### config.mk
export PLATFORM = sky130hd
export DESIGN_NAME = alu_op_sequencer
export DESIGN_NICKNAME = d
export VERILOG_FILES = /design/src/rtl/alu_op_sequencer.sv
export SDC_FILE = /design/constraint.sdc
export NUM_CORES = 1
export LEC_CHECK = 0
export CAP_MARGIN = 40
export CORE_AREA = 2 2 81 141
export DETAILED_ROUTE_END_ITERATION = 10
export DIE_AREA = 0 0 83 143
export PLACE_DENSITY = 0.84
export RECOVER_POWER = 25
export SLEW_MARGIN = 20
export SYNTH_ARGS = -nofsm -noshare
export SYNTH_HDL_FRONTEND = slang
export SYNTH_SLANG_ARGS = --single-unit
### constraint.sdc
create_clock -name Clk -period 3.3 [get_ports Clk]
set_input_delay 0.66 -clock Clk [delete_from_list [all_inputs] [get_ports Clk]]
set_output_delay 0.66 -clock Clk [all_outputs]
set_load 0.02 [all_outputs]
### src/rtl/alu_op_sequencer.sv
// Multi-cycle instruction sequencer: latches one instruction, reads operands from an 8x8 register
// file, drives an external combinational ALU, and writes the result back (IDLE/READ/EXEC/WB).
module alu_op_sequencer (
    input  logic       Clk,
    input  logic       Reset,
    input  logic       in_valid,
    output logic       in_ready,
    input  logic       in_load,
    input  logic [3:0] in_ctrl,
    input  logic [2:0] in_rx,
    input  logic [2:0] in_ry,
    input  logic [2:0] in_rw,
    input  logic [7:0] in_imm,
    output logic [3:0] alu_ctrl,
    output logic [7:0] alu_x,
    output logic [7:0] alu_y,
    input  logic [7:0] alu_out,
    input  logic       alu_carry,
    output logic       done,
    output logic [7:0] result,
    output logic       carry_flag,
    input  logic [2:0] dbg_addr,
    output logic [7:0] dbg_data
);

    typedef enum logic [1:0] {
        StIdle = 2'd0,
        StRead = 2'd1,
        StExec = 2'd2,
        StWb   = 2'd3
    } state_e;

    state_e      state_q;

    logic        load_q;
    logic [3:0]  ctrl_q;
    logic [2:0]  rx_q;
    logic [2:0]  ry_q;
    logic [2:0]  rw_q;
    logic [7:0]  imm_q;

    logic [7:0]  op_x_q;
    logic [7:0]  op_y_q;
    logic [3:0]  op_ctrl_q;
    logic [7:0]  res_q;
    logic        carry_q;
    logic [7:0]  result_q;
    logic        carry_flag_q;

    // Entry 0 is never written, but reads of r0 are forced to zero anyway.
    logic [7:0]  regs_q [8];

    logic [7:0]  rd_x;
    logic [7:0]  rd_y;

    always_comb begin
        rd_x     = 8'h00;
        rd_y     = 8'h00;
        dbg_data = 8'h00;
        if (rx_q != 3'd0) begin
            rd_x = regs_q[rx_q];
        end
        if (ry_q != 3'd0) begin
            rd_y = regs_q[ry_q];
        end
        if (dbg_addr != 3'd0) begin
            dbg_data = regs_q[dbg_addr];
        end
    end

    always_ff @(posedge Clk) begin
        if (Reset) begin
            state_q      <= StIdle;
            load_q       <= 1'b0;
            ctrl_q       <= 4'h0;
            rx_q         <= 3'd0;
            ry_q         <= 3'd0;
            rw_q         <= 3'd0;
            imm_q        <= 8'h00;
            op_x_q       <= 8'h00;
            op_y_q       <= 8'h00;
            op_ctrl_q    <= 4'h0;
            res_q        <= 8'h00;
            carry_q      <= 1'b0;
            result_q     <= 8'h00;
            carry_flag_q <= 1'b0;
            for (int i = 0; i < 8; i++) begin
                regs_q[i] <= 8'h00;
            end
        end else begin
            unique case (state_q)
                StIdle: begin
                    if (in_valid) begin
                        load_q  <= in_load;
                        ctrl_q  <= in_ctrl;
                        rx_q    <= in_rx;
                        ry_q    <= in_ry;
                        rw_q    <= in_rw;
                        imm_q   <= in_imm;
                        state_q <= StRead;
                    end
                end
                StRead: begin
                    if (load_q) begin
                        // A load is an ADD of the immediate and zero through the ALU.
                        op_x_q    <= imm_q;
                        op_y_q    <= 8'h00;
                        op_ctrl_q <= 4'b0000;
                    end else begin
                        op_x_q    <= rd_x;
                        op_y_q    <= rd_y;
                        op_ctrl_q <= ctrl_q;
                    end
                    state_q <= StExec;
                end
                StExec: begin
                    res_q   <= alu_out;
                    carry_q <= alu_carry;
                    state_q <= StWb;
                end
                StWb: begin
                    if (rw_q != 3'd0) begin
                        regs_q[rw_q] <= res_q;
                    end
                    result_q     <= res_q;
                    carry_flag_q <= carry_q;
                    state_q      <= StIdle;
                end
                default: state_q <= StIdle;
            endcase
        end
    end

    assign in_ready   = (state_q == StIdle);
    assign done       = (state_q == StWb);
    assign alu_x      = op_x_q;
    assign alu_y      = op_y_q;
    assign alu_ctrl   = op_ctrl_q;
    assign result     = result_q;
    assign carry_flag = carry_flag_q;

endmodule

==> results_dict.tcl, run 1 <==
set metrics [dict create \
    end_kind "output port" \
    ys_top_cells_by_area "edfxtp_1 30%, dfxtp_1 21%, mux4_2 6.0%, mux2i_1 5.8%, and2_1 5.7%" \
    rsz0062_at_grt "false" \
    holdPathEnd "ctrl_q[2]" \
    numCtsBuffers 17 \
    root_buffer "clkbuf_16" \
    num_rows 50 \
    clock_latency_ns 0.42 \
    arrival_ns 2.47 \
    hold_ws_ns 0.462 \
    vias 4598 \
    drtPass1Iterations 7 \
    dp_slack_ns -0.0115 \
    power_frac_comb_pct 19.4 \
    max_freq_mhz 320 \
    hold_buffers 0 \
    finalNetCount 662 \
    synth.avg_cell_area_sq_um 11.8 \
    setup_viol 0 \
    syn_area_sq_mm 0.00634 \
    clock_path_buffers 2 \
    utilization_pct 72.5 \
    dpl.hpwl_um 11800 \
    status "complete, but fails checks" \
    initial_core_util_pct 59.3 \
    area_delta_synth_final_pct 22.4 \
    tns_ns 0 \
    cts_sinks 132 \
    grt_overflow 0 \
    finalWorstSetupSlack_ns 0.172 \
    start_kind "input port" \
    wl_um 16100 \
    hold_viol 0 \
    drive_gt1_share_pct 11.8 \
    cp.required_ns 2.64 \
    hold_class "reg -> reg" \
    p_sw_uw 1350 \
    r2r_slack_ns 0.71 \
    maxCapViolCount 1 \
    fin_crit_sh_pct 94.8 \
    async_flop_share_pct 0 \
    rr_worst_depth 6 \
    synthFlopType "dfxtp_1" \
    syn_inst 538 \
    worstMarginPinSlew_ns 2.24 \
    pin_count 76 \
    p_sw_share_pct 27.7 \
    relSlewSlack_pct -49.3 \
    grt_pass1_wl_um 25200 \
    antenna_left 0 \
    total_power_uw 4870 \
    power_frac_seq_pct 42.0 \
    die-width_um 83 \
    n_antenna_cell 0 \
    hold_depth 2 \
    p_leak_uw 0.00281 \
    antenna_found_initial 0 \
    hp-start "ctrl_q[2]" \
    violations "max-capacitance violations, max-slew violations" \
    dr.first_iter.drc_count 335 \
    final.min_clock_period_ns 3.13 \
    fin_skew_ns 0.00873 \
    die_h_um 143 \
    ys_warn_count 0 \
    wl_per_cell_um 21.1 \
    htree_levels 4 \
    seq_area_frac_synth_pct 51.8 \
    yosys.area.top_type_share_pct 30.3 \
    drv_slew 52 \
    path_clk_slew_ns 0.05 \
    synth_top_area_cell "edfxtp_1" \
    cts_tree "built" \
    viasPerCell 6.03 \
    layout_commonest_cell "dfxtp_1" \
    synth_edf_count 64 \
    mostFrequentLayoutCells "68 x dfxtp_1, 66 x clkdlybuf4s50_1, 64 x edfxtp_1, 58 x nand2_1, 44 x and2_1" \
    die-area_sq_mm 0.0119 \
    p_per_area_mw_per_mm2 627 \
    grt_usage_pct 28.1 \
    power.internal_uw 3520 \
    worstSetupPathType "in -> out" \
    postCtsSetupBuffers 0 \
    place_congestion 0.955 \
    yosys_register_bits 132 \
    r2r_start "state_q[1]" \
    port_buffers 75 \
    crit_fanout 7 \
    r2r_end "regs_q[4][7]" \
    core_sq_mm 0.0107 \
    ys_types 44 \
    drc 0 \
    pwr-share-clk_pct 38.6 \
    irDropWorstVdd_mv 0.544 \
    grt_max_degree 52 \
    grt_pass1_vias 4619 \
]
[state kept, by name, summed over array words and instances (netlist names), 4 cells and up, named ones only]
signal / count
imm_q: 8
regs_q: 64
res_q: 8
alu_x: 8
alu_ctrl: 4
result: 8
alu_y: 8
ctrl_q: 4
[synthesized netlist by cell type, types with 2 or more instances]
cell type,n
or2_2,7
o21ai_0,8
nor2_1,38
nand3b_1,2
buf_6,4
inv_1,3
clkbuf_1,17
o211ai_1,7
mux4_2,17
nor3_1,3
ha_1,5
nor2b_1,15
a22oi_1,14
a21oi_1,42
nor2_2,2
mux4_1,13
mux2i_1,37
a221o_1,7
nand2_1,58
and2_1,58
edfxtp_1,64
nand2b_1,11
dfxtp_1,68
mux2_2,9
buf_2,8
clkbuf_8,2
buf_1,2
[how the worst max path moves through the flow]
stage	start	endpoint	slack, ns	depth (start not counted)
after CTS	dbg_addr[1]	dbg_data[4]	0.007	6
after global placement	dbg_addr[1]	dbg_data[5]	0.01	6
after global routing	Reset	alu_x[0]	0.11	5
final	dbg_addr[1]	dbg_data[7]	0.17	6
after floorplan	dbg_addr[0]	dbg_data[6]	0.73	5
after detailed placement	dbg_addr[1]	dbg_data[0]	-0.01	6
[layer usage]
metal | wire [um] | track usage (%) | vias up
li1 | - | - | 2112
met3 | 788 | 6.76 | 68
met4 | 848 | 14.6 | 0
met5 | 0 | 0 | -
met1 | 5680 | 28.7 | 2208
met2 | 8770 | 52.4 | 210
[power groups by stage]
| stage | sequential [uW] | combinational [uW] | clock [uW] |
|---|---|---|---|
| after global placement | 2070 | 896 | 0 |
| after floorplan | 2010 | 674 | 0 |
| after global routing | 2070 | 1020 | 1960 |
| after CTS | 2040 | 948 | 1890 |
| after detailed placement | 2070 | 943 | 0 |
| final | 2050 | 943 | 1880 |
[stage by stage]
stage / std cells / area [sq um]
2_1_floorplan: 545 / 6370
3_3_place_gp: 730 / 7180
3_5_place_dp: 731 / 7200
4_1_cts: 763 / 7780
5_1_grt: 763 / 7760
6_report: 763 / 7760
[cell families after synthesis]
family          after synthesis  share of synthesized area [%]
flops                       132                           51.8
other cells                   1                         0.0591
mux                          76                           18.9
fa+ha+maj                     5                          0.987
buf+inv                      39                           3.75
simple gates                200                           16.2
compound gates               85                           8.41
[layout make-up]
type,instances,area [sq um]
sequential,132,3280
clock inverter,9,130
fill,722,2940
tap,130,163
clock buffer,23,458
multi-input combinational,374,2840
inverter,3,11.3
timing repair buffer,92,878
[worst max-delay path, cell delays in order]
cell	delay, ns
clkdlybuf4s50_1	0.62
buf_4	0.22
mux2_2	0.34
a22oi_1	0.13
o21ai_0	0.14
dlygate4sd2_1	0.35
[timing repair]
action | CTS | global route
endpoints found under the setup margin | 4 | 4
hold endpoints to repair | 0 | 0
gates resized for setup | 4 | 4
(Power assumes the default switching activity.)
==> run 2, diff against run 1 <==
--- a/config.mk
+++ b/config.mk
@@ -9,9 +9,11 @@
 export CORE_AREA = 2 2 81 141
 export DETAILED_ROUTE_END_ITERATION = 10
 export DIE_AREA = 0 0 83 143
+export GPL_ROUTABILITY_DRIVEN = 0
 export PLACE_DENSITY = 0.84
 export RECOVER_POWER = 25
 export SLEW_MARGIN = 20
 export SYNTH_ARGS = -nofsm -noshare
 export SYNTH_HDL_FRONTEND = slang
 export SYNTH_SLANG_ARGS = --single-unit
+export TNS_END_PERCENT = 10
==> run 2 against run 1 <==
The flow now finishes without violations. Clock power grew 7%. Hold slack gained 0.00084 ns. Non-clock buffer count shrank 1. Critical path depth is the same. Global-route usage shrank 0.26 points. Clock skew grew 0.0010 ns. Sequential share of layout area shrank 0.43 points. Die area is the same. Core utilization grew 0.74 points. Clock-buffer cell count shrank 6. Combinational power grew 2.7%. Critical endpoint unchanged. Largest cell class unchanged. Largest power group unchanged.
==> results_dict.tcl, run 2 (synthesized netlist as in run 1, its figures left out) <==
set metrics [dict create \
    status "completed" \
    clock_path_buffers 2 \
    die_h_um 143 \
    finalNetCount 661 \
    relSlewSlack_pct 18.1 \
    arrival_ns 2.46 \
    cts_tree "built" \
    max_freq_mhz 321 \
    die-width_um 83 \
    r2r_start "state_q[1]" \
    hold_class "reg -> reg" \
    p_leak_uw 0.00288 \
    final_cells 762 \
    wl_um 16000 \
    cp.required_ns 2.64 \
    viasPerCell 6.06 \
    hold_depth 2 \
    dp.cells 728 \
    grt_max_degree 54 \
    area_delta_synth_final_pct 23.6 \
    holdPathEnd "imm_q[2]" \
    regMostFlops "regs_q" \
    utilization_pct 73.3 \
    setup_viol 0 \
    fin_area_sq_mm 0.00784 \
    wl_per_cell_um 21.0 \
    grt_overflow 0 \
    worstSetupPathType "in -> out" \
    dr.first_iter.drc_count 379 \
    clock_latency_ns 0.43 \
    r2r_end "regs_q[6][1]" \
    hold_buffers 0 \
    mostFrequentLayoutCells "68 x dfxtp_1, 66 x clkdlybuf4s50_1, 64 x edfxtp_1, 58 x nand2_1, 58 x and2_1" \
    cts_sinks 132 \
    crit_fanout 13 \
    dpl.hpwl_um 11600 \
    htree_levels 4 \
    tns_ns 0 \
    final.min_clock_period_ns 3.12 \
    hold_viol 0 \
    vias 4614 \
    drc 0 \
    rsz0062_at_grt "false" \
    grt_pass1_wl_um 25000 \
    initial_core_util_pct 59.3 \
    grt_pass1_vias 4718 \
    numCtsBuffers 17 \
    fillCellCount 711 \
    antenna_left 0 \
    drtPass1Iterations 5 \
    core_sq_mm 0.0107 \
    num_rows 50 \
    port_buffers 75 \
    path_clk_slew_ns 0.06 \
    grt_usage_pct 27.8 \
    n_antenna_cell 0 \
    postCtsSetupBuffers 0 \
    drive_gt1_share_pct 14.1 \
    layout_commonest_cell "dfxtp_1" \
    rr_worst_depth 4 \
    end_kind "output port" \
    drv_slew 0 \
    pin_count 76 \
    worstMarginPinSlew_ns 1.23 \
    hp-start "imm_q[2]" \
    irDropWorstVdd_mv 0.529 \
    place_area_sq_mm 0.00718 \
    start_kind "input port" \
    largest_reg_flops 64 \
    r2r_slack_ns 0.84 \
    maxCapViolCount 0 \
    antenna_found_initial 0 \
    fin_crit_sh_pct 94.5 \
    root_buffer "clkbuf_16" \
    die-area_sq_mm 0.0119 \
    p_per_area_mw_per_mm2 638 \
    fin_skew_ns 0.00974 \
]
-- run 2: cell count changes in the layout (fill, tap and decap cells not counted), moves of 3 or more --
cell,delta
and2_0,-14
and2_1,+14
buf_4,+3
clkbuf_1,-10
dlygate4sd2_1,-3
inv_6,+4
-- run 2: worst max-delay path by stage --
stage                  endpoint         from  cells past startpoint
floorplan           dbg_data[6]  dbg_addr[0]                      5
global placement    dbg_data[0]  dbg_addr[0]                      7
detailed placement  dbg_data[0]  dbg_addr[0]                      7
CTS                 dbg_data[5]  dbg_addr[1]                      6
global route        dbg_data[7]  dbg_addr[0]                      6
finish              dbg_data[7]  dbg_addr[0]                      6
-- run 2: layer usage --
metal  wire length, um  track usage (%)  share of wire (%)
met2              8960             52.7                 56
met4               747             14.2                4.7
met3               777             6.13                4.9
met5                 0                0                  0
met1              5510             28.2                 34
-- run 2: layout make-up --
| class | instances | area [sq um] | share of cell area, % |
|---|---|---|---|
| clock buffers | 17 | 425 | 5.43 |
| flip-flops and latches | 132 | 3280 | 41.9 |
| clock inverters | 15 | 203 | 2.59 |
| multi-input cells | 374 | 2850 | 36.3 |
| well taps | 130 | 163 | 2.07 |
| inverters | 3 | 11.3 | 0.144 |
| repair buffers | 91 | 908 | 11.6 |
-- run 2: power breakdown --
part	leakage [uW]	switching, uW	internal [uW]
Sequential	0.00121	163	1870
Clock	0.000301	736	1270
Combinational	0.00137	506	462
-- run 2: timing repair --
item | in CTS | in global routing
hold endpoints to repair | 0 | 0
gates resized for setup | 3 | 5
setup endpoints to repair | 3 | 5
pin swaps | 0 | 0
-- run 2: critical path: stages --
cell,delay [ns]
clkdlybuf4s50_1,0.52
buf_12,0.16
mux4_2,0.50
nand2_1,0.10
o21ai_0,0.15
dlygate4sd2_1,0.37
-- run 2: through the flow --
step | hold slack (ns) | total power (uW) | setup WS [ns]
2_1_floorplan | 0.437 | 2690 | 0.732
3_3_place_gp | 0.447 | 2960 | -0.0131
3_5_place_dp | 0.455 | 3000 | -0.0464
4_1_cts | 0.463 | 4990 | 0.00472
5_1_grt | 0.485 | 5170 | 0.133
6_report | 0.463 | 5000 | 0.181
